===== src/rtl/uart_serial_fifo.sv =====
// 8N1 UART core: TX and RX engines, each buffered by a synchronous FIFO.
// Define UART_LOOPBACK_EN to add the loopback port (internal tx feeds the receiver).

module uart_serial_fifo_buf #(
  parameter int WIDTH = 8,
  parameter int DEPTH = 8
) (
  input  logic             clk,
  input  logic             reset,
  input  logic             push,
  input  logic [WIDTH-1:0] push_data,
  input  logic             pop,
  output logic [WIDTH-1:0] head,
  output logic             empty,
  output logic             full
);
  localparam int AW = $clog2(DEPTH);

  logic [WIDTH-1:0] mem [DEPTH];
  logic [AW:0]      wr_ptr, rd_ptr;
  logic             push_ok, pop_ok;

  assign empty   = (wr_ptr == rd_ptr);
  assign full    = (wr_ptr[AW-1:0] == rd_ptr[AW-1:0]) && (wr_ptr[AW] != rd_ptr[AW]);
  assign push_ok = push && !full;
  assign pop_ok  = pop && !empty;
  assign head    = mem[rd_ptr[AW-1:0]];

  always_ff @(posedge clk) begin
    if (reset) begin
      wr_ptr <= '0;
      rd_ptr <= '0;
    end else begin
      if (push_ok) wr_ptr <= wr_ptr + 1'b1;
      if (pop_ok)  rd_ptr <= rd_ptr + 1'b1;
    end
  end

  always_ff @(posedge clk) begin
    if (push_ok) mem[wr_ptr[AW-1:0]] <= push_data;
  end
endmodule

module uart_serial_fifo #(
  parameter int CLK_FREQ     = 25000000,
  parameter int BIT_RATE     = 9600,
  parameter int PAYLOAD_BITS = 8,
  parameter int BUFFER_SIZE  = 8
) (
  input  logic                    clk,
  input  logic                    reset,
  input  logic                    rx,
  output logic                    tx,
`ifdef UART_LOOPBACK_EN
  input  logic                    loopback,
`endif
  input  logic                    tx_push,
  input  logic [PAYLOAD_BITS-1:0] tx_data,
  output logic                    tx_full,
  output logic                    tx_empty,
  input  logic                    rx_pop,
  output logic [PAYLOAD_BITS-1:0] rx_data,
  output logic                    rx_empty,
  output logic                    rx_full,
  output logic                    rx_overflow,
  output logic                    rx_break
);
  localparam int CPB_RAW        = CLK_FREQ / BIT_RATE;
  localparam int CYCLES_PER_BIT = (CPB_RAW < 4) ? 4 : CPB_RAW;
  localparam int CNT_W          = $clog2(CYCLES_PER_BIT);
  localparam int BIT_W          = (PAYLOAD_BITS > 1) ? $clog2(PAYLOAD_BITS) : 1;
  localparam logic [CNT_W-1:0] CNT_LAST = CNT_W'(CYCLES_PER_BIT - 1);
  localparam logic [CNT_W-1:0] CNT_HALF = CNT_W'(CYCLES_PER_BIT / 2 - 1);
  localparam logic [BIT_W-1:0] BIT_LAST = BIT_W'(PAYLOAD_BITS - 1);

  // ---------------- transmitter ----------------
  typedef enum logic [1:0] {TX_IDLE, TX_START, TX_DATA, TX_STOP} tx_state_t;

  tx_state_t               tx_state, tx_state_nxt;
  logic [CNT_W-1:0]        tx_cnt, tx_cnt_nxt;
  logic [BIT_W-1:0]        tx_bit, tx_bit_nxt;
  logic [PAYLOAD_BITS-1:0] tx_shift, tx_shift_nxt;
  logic [PAYLOAD_BITS-1:0] tx_head;
  logic                    tx_fifo_pop;
  logic                    tx_line;

  uart_serial_fifo_buf #(.WIDTH(PAYLOAD_BITS), .DEPTH(BUFFER_SIZE)) u_tx_fifo (
    .clk       (clk),
    .reset     (reset),
    .push      (tx_push),
    .push_data (tx_data),
    .pop       (tx_fifo_pop),
    .head      (tx_head),
    .empty     (tx_empty),
    .full      (tx_full)
  );

  always_ff @(posedge clk) begin
    if (reset) begin
      tx_state <= TX_IDLE;
      tx_cnt   <= '0;
      tx_bit   <= '0;
      tx_shift <= '0;
    end else begin
      tx_state <= tx_state_nxt;
      tx_cnt   <= tx_cnt_nxt;
      tx_bit   <= tx_bit_nxt;
      tx_shift <= tx_shift_nxt;
    end
  end

  always_comb begin
    tx_state_nxt = tx_state;
    tx_cnt_nxt   = tx_cnt;
    tx_bit_nxt   = tx_bit;
    tx_shift_nxt = tx_shift;
    tx_fifo_pop  = 1'b0;
    tx_line      = 1'b1;
    case (tx_state)
      TX_IDLE: begin
        if (!tx_empty) begin
          tx_fifo_pop  = 1'b1;
          tx_shift_nxt = tx_head;
          tx_cnt_nxt   = CNT_LAST;
          tx_state_nxt = TX_START;
        end
      end
      TX_START: begin
        tx_line = 1'b0;
        if (tx_cnt == '0) begin
          tx_cnt_nxt   = CNT_LAST;
          tx_bit_nxt   = '0;
          tx_state_nxt = TX_DATA;
        end else begin
          tx_cnt_nxt = tx_cnt - 1'b1;
        end
      end
      TX_DATA: begin
        tx_line = tx_shift[0];
        if (tx_cnt == '0) begin
          tx_cnt_nxt   = CNT_LAST;
          tx_shift_nxt = tx_shift >> 1;
          if (tx_bit == BIT_LAST) tx_state_nxt = TX_STOP;
          else                    tx_bit_nxt   = tx_bit + 1'b1;
        end else begin
          tx_cnt_nxt = tx_cnt - 1'b1;
        end
      end
      TX_STOP: begin
        if (tx_cnt == '0) tx_state_nxt = TX_IDLE;
        else              tx_cnt_nxt   = tx_cnt - 1'b1;
      end
      default: tx_state_nxt = TX_IDLE;
    endcase
  end

  // ---------------- line routing ----------------
  logic rx_src;
`ifdef UART_LOOPBACK_EN
  assign rx_src = loopback ? tx_line : rx;
  assign tx     = loopback ? 1'b1 : tx_line;
`else
  assign rx_src = rx;
  assign tx     = tx_line;
`endif

  // ---------------- receiver ----------------
  typedef enum logic [2:0] {RX_IDLE, RX_START, RX_DATA, RX_STOP, RX_WAIT} rx_state_t;

  rx_state_t               rx_state, rx_state_nxt;
  logic [CNT_W-1:0]        rx_cnt, rx_cnt_nxt;
  logic [BIT_W-1:0]        rx_bit, rx_bit_nxt;
  logic [PAYLOAD_BITS-1:0] rx_shift, rx_shift_nxt;
  logic                    rx_meta, rx_sync;
  logic                    rx_fifo_push;

  uart_serial_fifo_buf #(.WIDTH(PAYLOAD_BITS), .DEPTH(BUFFER_SIZE)) u_rx_fifo (
    .clk       (clk),
    .reset     (reset),
    .push      (rx_fifo_push),
    .push_data (rx_shift),
    .pop       (rx_pop),
    .head      (rx_data),
    .empty     (rx_empty),
    .full      (rx_full)
  );

  always_ff @(posedge clk) begin
    if (reset) begin
      rx_meta  <= 1'b1;
      rx_sync  <= 1'b1;
      rx_state <= RX_IDLE;
      rx_cnt   <= '0;
      rx_bit   <= '0;
      rx_shift <= '0;
    end else begin
      rx_meta  <= rx_src;
      rx_sync  <= rx_meta;
      rx_state <= rx_state_nxt;
      rx_cnt   <= rx_cnt_nxt;
      rx_bit   <= rx_bit_nxt;
      rx_shift <= rx_shift_nxt;
    end
  end

  always_comb begin
    rx_state_nxt = rx_state;
    rx_cnt_nxt   = rx_cnt;
    rx_bit_nxt   = rx_bit;
    rx_shift_nxt = rx_shift;
    rx_fifo_push = 1'b0;
    rx_break     = 1'b0;
    case (rx_state)
      RX_IDLE: begin
        if (!rx_sync) begin
          rx_cnt_nxt   = CNT_HALF;
          rx_state_nxt = RX_START;
        end
      end
      RX_START: begin
        if (rx_cnt == '0) begin
          if (rx_sync) begin
            rx_state_nxt = RX_IDLE;
          end else begin
            rx_cnt_nxt   = CNT_LAST;
            rx_bit_nxt   = '0;
            rx_state_nxt = RX_DATA;
          end
        end else begin
          rx_cnt_nxt = rx_cnt - 1'b1;
        end
      end
      RX_DATA: begin
        if (rx_cnt == '0) begin
          rx_cnt_nxt   = CNT_LAST;
          rx_shift_nxt = PAYLOAD_BITS'({rx_sync, rx_shift} >> 1);
          if (rx_bit == BIT_LAST) rx_state_nxt = RX_STOP;
          else                    rx_bit_nxt   = rx_bit + 1'b1;
        end else begin
          rx_cnt_nxt = rx_cnt - 1'b1;
        end
      end
      RX_STOP: begin
        if (rx_cnt == '0) begin
          rx_state_nxt = RX_WAIT;
          // a bad stop bit is a break only when the data bits were all low too
          if (rx_sync)              rx_fifo_push = 1'b1;
          else if (rx_shift == '0)  rx_break     = 1'b1;
        end else begin
          rx_cnt_nxt = rx_cnt - 1'b1;
        end
      end
      RX_WAIT: begin
        if (rx_sync) rx_state_nxt = RX_IDLE;
      end
      default: rx_state_nxt = RX_IDLE;
    endcase
  end

  assign rx_overflow = rx_fifo_push && rx_full;
endmodule


===== config.mk =====
export PLATFORM = sky130hd
export DESIGN_NAME = uart_serial_fifo
export DESIGN_NICKNAME = d
export VERILOG_FILES = /design/src/rtl/uart_serial_fifo.sv
export SDC_FILE = /design/constraint.sdc
export NUM_CORES = 1
export LEC_CHECK = 0
export ABC_AREA = 1
export ABC_CLOCK_PERIOD_IN_PS = 4800
export CAP_MARGIN = 20
export CORE_MARGIN = 2
export CORE_UTILIZATION = 45
export DETAILED_ROUTE_END_ITERATION = 8
export MAX_ROUTING_LAYER = met4
export SYNTH_ARGS = -nofsm -noshare
export SYNTH_HDL_FRONTEND = slang
export SYNTH_HIERARCHICAL = 1
export SYNTH_SLANG_ARGS = --single-unit

===== constraint.sdc =====
create_clock -name clk -period 4.8 [get_ports clk]
set_input_delay 0.72 -clock clk [delete_from_list [all_inputs] [get_ports clk]]
set_output_delay 0.72 -clock clk [all_outputs]
set_load 0.02 [all_outputs]

* Word-level counts from Yosys, hierarchy flattened
Memories as Yosys holds them, arrays and structs flattened. A register that Yosys moved wholly into a read port is not among the register bits. Index checks and enable logic that the tools add are counted.
Storage, ports and cells: bits in registers 69, bits in writable memories 128, input bits 13, output and inout port bits 15, word-level logic and storage cells 139, memories kept 2
Memory list:
- u_rx_fifo.mem | depth 8, bits a word 8, read ports 1, clocked after Yosys merged registers in 1, wr ports 1, line 19 | logic [WIDTH-1:0] mem [DEPTH];
- u_tx_fifo.mem | depth 8, bits a word 8, read ports 1, clocked after Yosys merged registers in 1, wr ports 1, line 19
Operators by class: add/sub/neg operators 8, eq/ne operators 32, muxes and demuxes 54, reduce and logical (&&, ||, !) cells 29
Operators with widths (number):
- $mux W12 | 8
- $mux W3 | 17
- $pmux W12 S4 | 1
- $pmux W12 S3 | 1
- $ne A2 B2 Y1 const B | 16
- $logic_not A12 Y1 | 2
- $sub A12 B1 Y12 const B | 2
- $add A4 B1 Y4 const B | 4
- $mux W8 | 2
- $pmux W8 S2 | 1
- $pmux W3 S5 | 1
- $mux W1 | 13
- $mux W2 | 6
- $pmux W3 S2 | 2
- $reduce_and A5 Y1 | 2
- $eq A3 B3 Y1 const B | 3
- $eq A4 B4 Y1 | 2
- $logic_not A8 Y1 | 1
- $pmux W2 S4 | 1
- $reduce_and A4 Y1 | 2
- $logic_and A1 B1 Y1 | 7
- $add A3 B1 Y3 const B | 2
- $eq A3 B2 Y1 const B | 2
- $eq A3 B3 Y1 | 2
- 15 further kinds | 23

* Longest topological paths before layout
depth in word-level cells 6, mapped depth 14, mapped depth without buffers 14

* Modules after synthesis
The synthesis kept the hierarchy.
Modules (own cells, without submodules):
- uart_serial_fifo_buf at u_tx_fifo | times used 1, cells each 298, area an instance 3155.5 µm², sequential area each 2142.1 µm²
- uart_serial_fifo_buf at u_rx_fifo | times used 1, cells each 258, area an instance 3135.5 µm², sequential area each 2142.1 µm²
- uart_serial_fifo | times used 1, cells each 483, area an instance 3065.4 µm², sequential area each 1061.0 µm²

* Worst setup path before layout
OpenSTA, ideal clock, no wires.
kind register to output, start point reg u_rx_fifo.wr_ptr[2], end point out rx_overflow, arrival time 1525 ps, data required time 4080 ps, slack 2555 ps, cell stages (with the launch flop) 6, path buffers 0, path through dfxtp_1 > nand2_2 > nand2_2 > nand4_4 > inv_1 > nor3b_1
On the way: word-level cells in the longest chain between the ends 3
RTL lines:
- start: declaration | line 20 | logic [AW:0] wr_ptr, rd_ptr;
- start signal: assignment | line 34 | if (push_ok) wr_ptr <= wr_ptr + 1'b1;
- $eq A3 B3 Y1 | line 24 | assign full = (wr_ptr[AW-1:0] == rd_ptr[AW-1:0]) && (wr_ptr[AW] != rd_ptr[AW]);
- $logic_and A1 B1 Y1 | line 24
- net rx_full | line 64 | output logic rx_full,
- $logic_and A1 B1 Y1 | line 260 | assign rx_overflow = rx_fifo_push && rx_full;
- end: declaration | line 65 | output logic rx_overflow,
The timed path passes the listed nets, and every way through them passes these cells.

* Final worst setup path
start point reg rx_cnt[0], end point out rx_overflow
On the way: word-level cells in the longest chain between the ends 4
RTL lines:
- start: declaration | line 171 | logic [CNT_W-1:0] rx_cnt, rx_cnt_nxt;
- start signal: assignment | line 200 | rx_cnt <= rx_cnt_nxt;
- $logic_not A12 Y1 | line 244 | if (rx_cnt == '0) begin
- $mux W1 | line 244
- $mux W1 | line 213 | case (rx_state)
- $logic_and A1 B1 Y1 | line 260
Every way passes these cells.

==> metrics <==
run status=completed; starting density of the core=46.1%; register area share after synthesis=57.1%; first-pass GRT wire length=31,800 um; gpl congestion=between 0.8 and 0.9; Die Ht=148 um; CTS tree=done; WS Path Type=reg2out; clk_lat worst skew=0.51 ns; commonest non-fill, non-tap cell in the layout=nand2_1; Die Area=22,000 um2; final core utilization=52.5%; min-delay src=rx_meta$_SDFF_PP1_; via count=a little under 7k; Synth top area share=between 40% and 50%; initial antenna violation count=0; Max-cap violations=0; crit-path max FO=6; Fmax achieved=296 MHz; vias per inst=5.01; Core ar.=20,300 um2; # rows=52; H-tree levels=1; Post-Layout Cell Count=1,356; syn_nets=1,069; slew margin rel.=36.1%; IO buf count=27; area grow syn2layout=14.0%; CTS Buffer Depth=3; share of post-route cells with drive strength above 1=9.48%; Worst VDD drop=0.311 mV; antenna-violating nets left=0; drc violations=0; total global-route track usage=a little under a fifth; Pwr Total=about 6.3 mW; YS warnings=6; ranking of synthesized cells by area=edfxtp_1 (41%), dfxtp_1 (16%), nand2_1 (9.2%); post-route setup TNS=0 ns; Post-Place Cells=1,313; n_diodes=0; largest net degree at the start of global routing=34; worst endpoint required time=4.08 ns; Hold Vio Cnt, Final=0; syn avg cell area=9.01 um2; Setup crit start kind=flip-flop; hold_buf cts=0; Synth Register Bits=203; nets=between 1k and 1.5k; worst r2r src=rx_cnt[0]$_SDFFE_PP0P_; total CTS buffers=23; Tightest Hold Check Type=reg2reg; final count of negative-setup-slack endpoints=0; worst hold path endpoint=rx_sync$_SDFF_PP1_; slew of the pin with the lowest slew margin=0.955 ns; synth unique cells=46; Die X-Extent=148 um; crit path capture type=output pin; Worst-path clk slew=0.06 ns; WL final=19,100 um; final worst path period share=between 70% and 80%; RSZ-0062 raised after global routing=no; CTS Sinks=203; reg2reg end=u_rx_fifo/mem[6][0]$_DFFE_PP_; biggest area consumer among synthesized cells=edfxtp_1; Cell Pwr Density=587 nW/um2; reg2reg path depth=8; root buf cell=clkbuf_16; worst path arrival time=2.66 ns; reg2reg setup slack=about 2 ns; Slew Limit Fails=0; mapped cell area=9360 um2; clk_skew=0.0125 ns; post-DP HPWL=between 10,000 and 15,000 um; crit-path cells=inv_1 > ha_1 > nand2_1 > nor2_4 > nand3_1 > nor3b_1 > clkdlybuf4s50_1; cell count after synthesis=1,039; min Tclk post-route=between 3 and 4 ns; Post-CTS Setup Bufs=0; DR iter-0 viols=406; slowest CP cell=clkdlybuf4s50_1; Leak=about 4.2 nW; slowest stage delay, CP=0.67 ns; vias in the first global route=6,277; number of I/O pins=28; drt pass-1 iters=5; most frequent cells in the layout=nand2_1 (229), nor2_1 (187), edfxtp_1 (128); WL/cell=~14 um; Hold Crit Depth=1; Gates resized, CTS repair=0; overflow left after global routing=0
==> critical path, delay by kind of cell, from the launching register on <==
kind                     cells  cell delay, ns
adder cells (fa/ha/maj)      1            0.17
flip-flops                   1            0.32
AND/OR/NAND/NOR              4            0.88
buffers and inverters        2            0.78
==> cells by family (layout without fill, tap and decap cells) <==
kind of cell / count (synthesis) / count (layout) / synth area share (%)
fa+ha+maj: 17 / 17 / 2.27
mux: 16 / 16 / 1.71
flops: 203 / 203 / 57.1
buf+inv: 122 / 169 / 5.26
compound gates: 158 / 158 / 9.29
simple gates: 517 / 517 / 23.7
xor+xnor: 6 / 6 / 0.642
==> power breakdown <==
part	switching (mW)	internal (mW)
clock network	0.686	1.10
registers	0.203	2.06
logic	1.45	0.769
total	2.34	3.93
==> layer usage <==
metal / up-vias / track usage [%] / routed length (um)
li1: 3531 / - / -
met1: 3129 / 24.6 / 9140
met2: 107 / 29.4 / 8900
met3: 30 / 2.67 / 707
met4: 0 / 3.86 / 383
met5: - / - / 0
==> registers in the layout, indices dropped and copies added (netlist names), 8 cells and up, named ones only <==
register and count:
u_rx_fifo/mem 64, u_tx_fifo/mem 64, rx_cnt 12, tx_cnt 12
rx_shift 8, tx_shift 8
==> worst max path at each step <==
stage,from,to,slack (ns)
detailed placement,flip-flop,rx_data[1],1.94
finish,rx_cnt[0]$_SDFFE_PP0P_,rx_overflow,1.42
CTS,flip-flop,rx_data[1],1.40
floorplan,u_rx_fifo/wr_ptr[2]$_SDFFE_PP0P_,rx_overflow,2.55
global placement,flip-flop,rx_data[0],1.99
global route,flip-flop,rx_data[6],1.19
==> synth_stat cells, drive strengths merged <==
cell type / count
nor4: 2
nor2: 199
o21ai: 90
inv: 92
dfxtp: 75
o31ai: 1
o211ai: 1
nand3b: 3
or2: 4
xnor2: 1
o22ai: 16
o211a: 1
nor3: 4
mux2i: 16
xor2: 5
nor3b: 1
a21oi: 46
nand2: 243
nand4: 15
and2: 1
edfxtp: 128
buf: 12
ha: 17
nand3: 45
a31oi: 1
a211oi: 2
clkinv: 3
clkbuf: 15
==> through the flow <==
step | area (um2) | hold slack [ns] | worst slack, ns
finish | 10700 | 0.404 | 1.42
floorplan | 9360 | 0.389 | 2.55
detailed placement | 9860 | 0.393 | 1.94
global route | 10700 | 0.426 | 1.19
CTS | 10600 | 0.403 | 1.40
global placement | 9860 | 0.393 | 1.99
==> layout make-up <==
class,instances,area [um2]
Fill cell,1888,9630
Timing Repair Buffer,32,328
Clock buffer,27,591
Multi-Input combinational cell,714,3520
Tap cell,270,338
Inverter,95,358
Sequential cell,203,5350
Clock inverter,15,188
No activity file was read; power rests on OpenSTA's default activity.
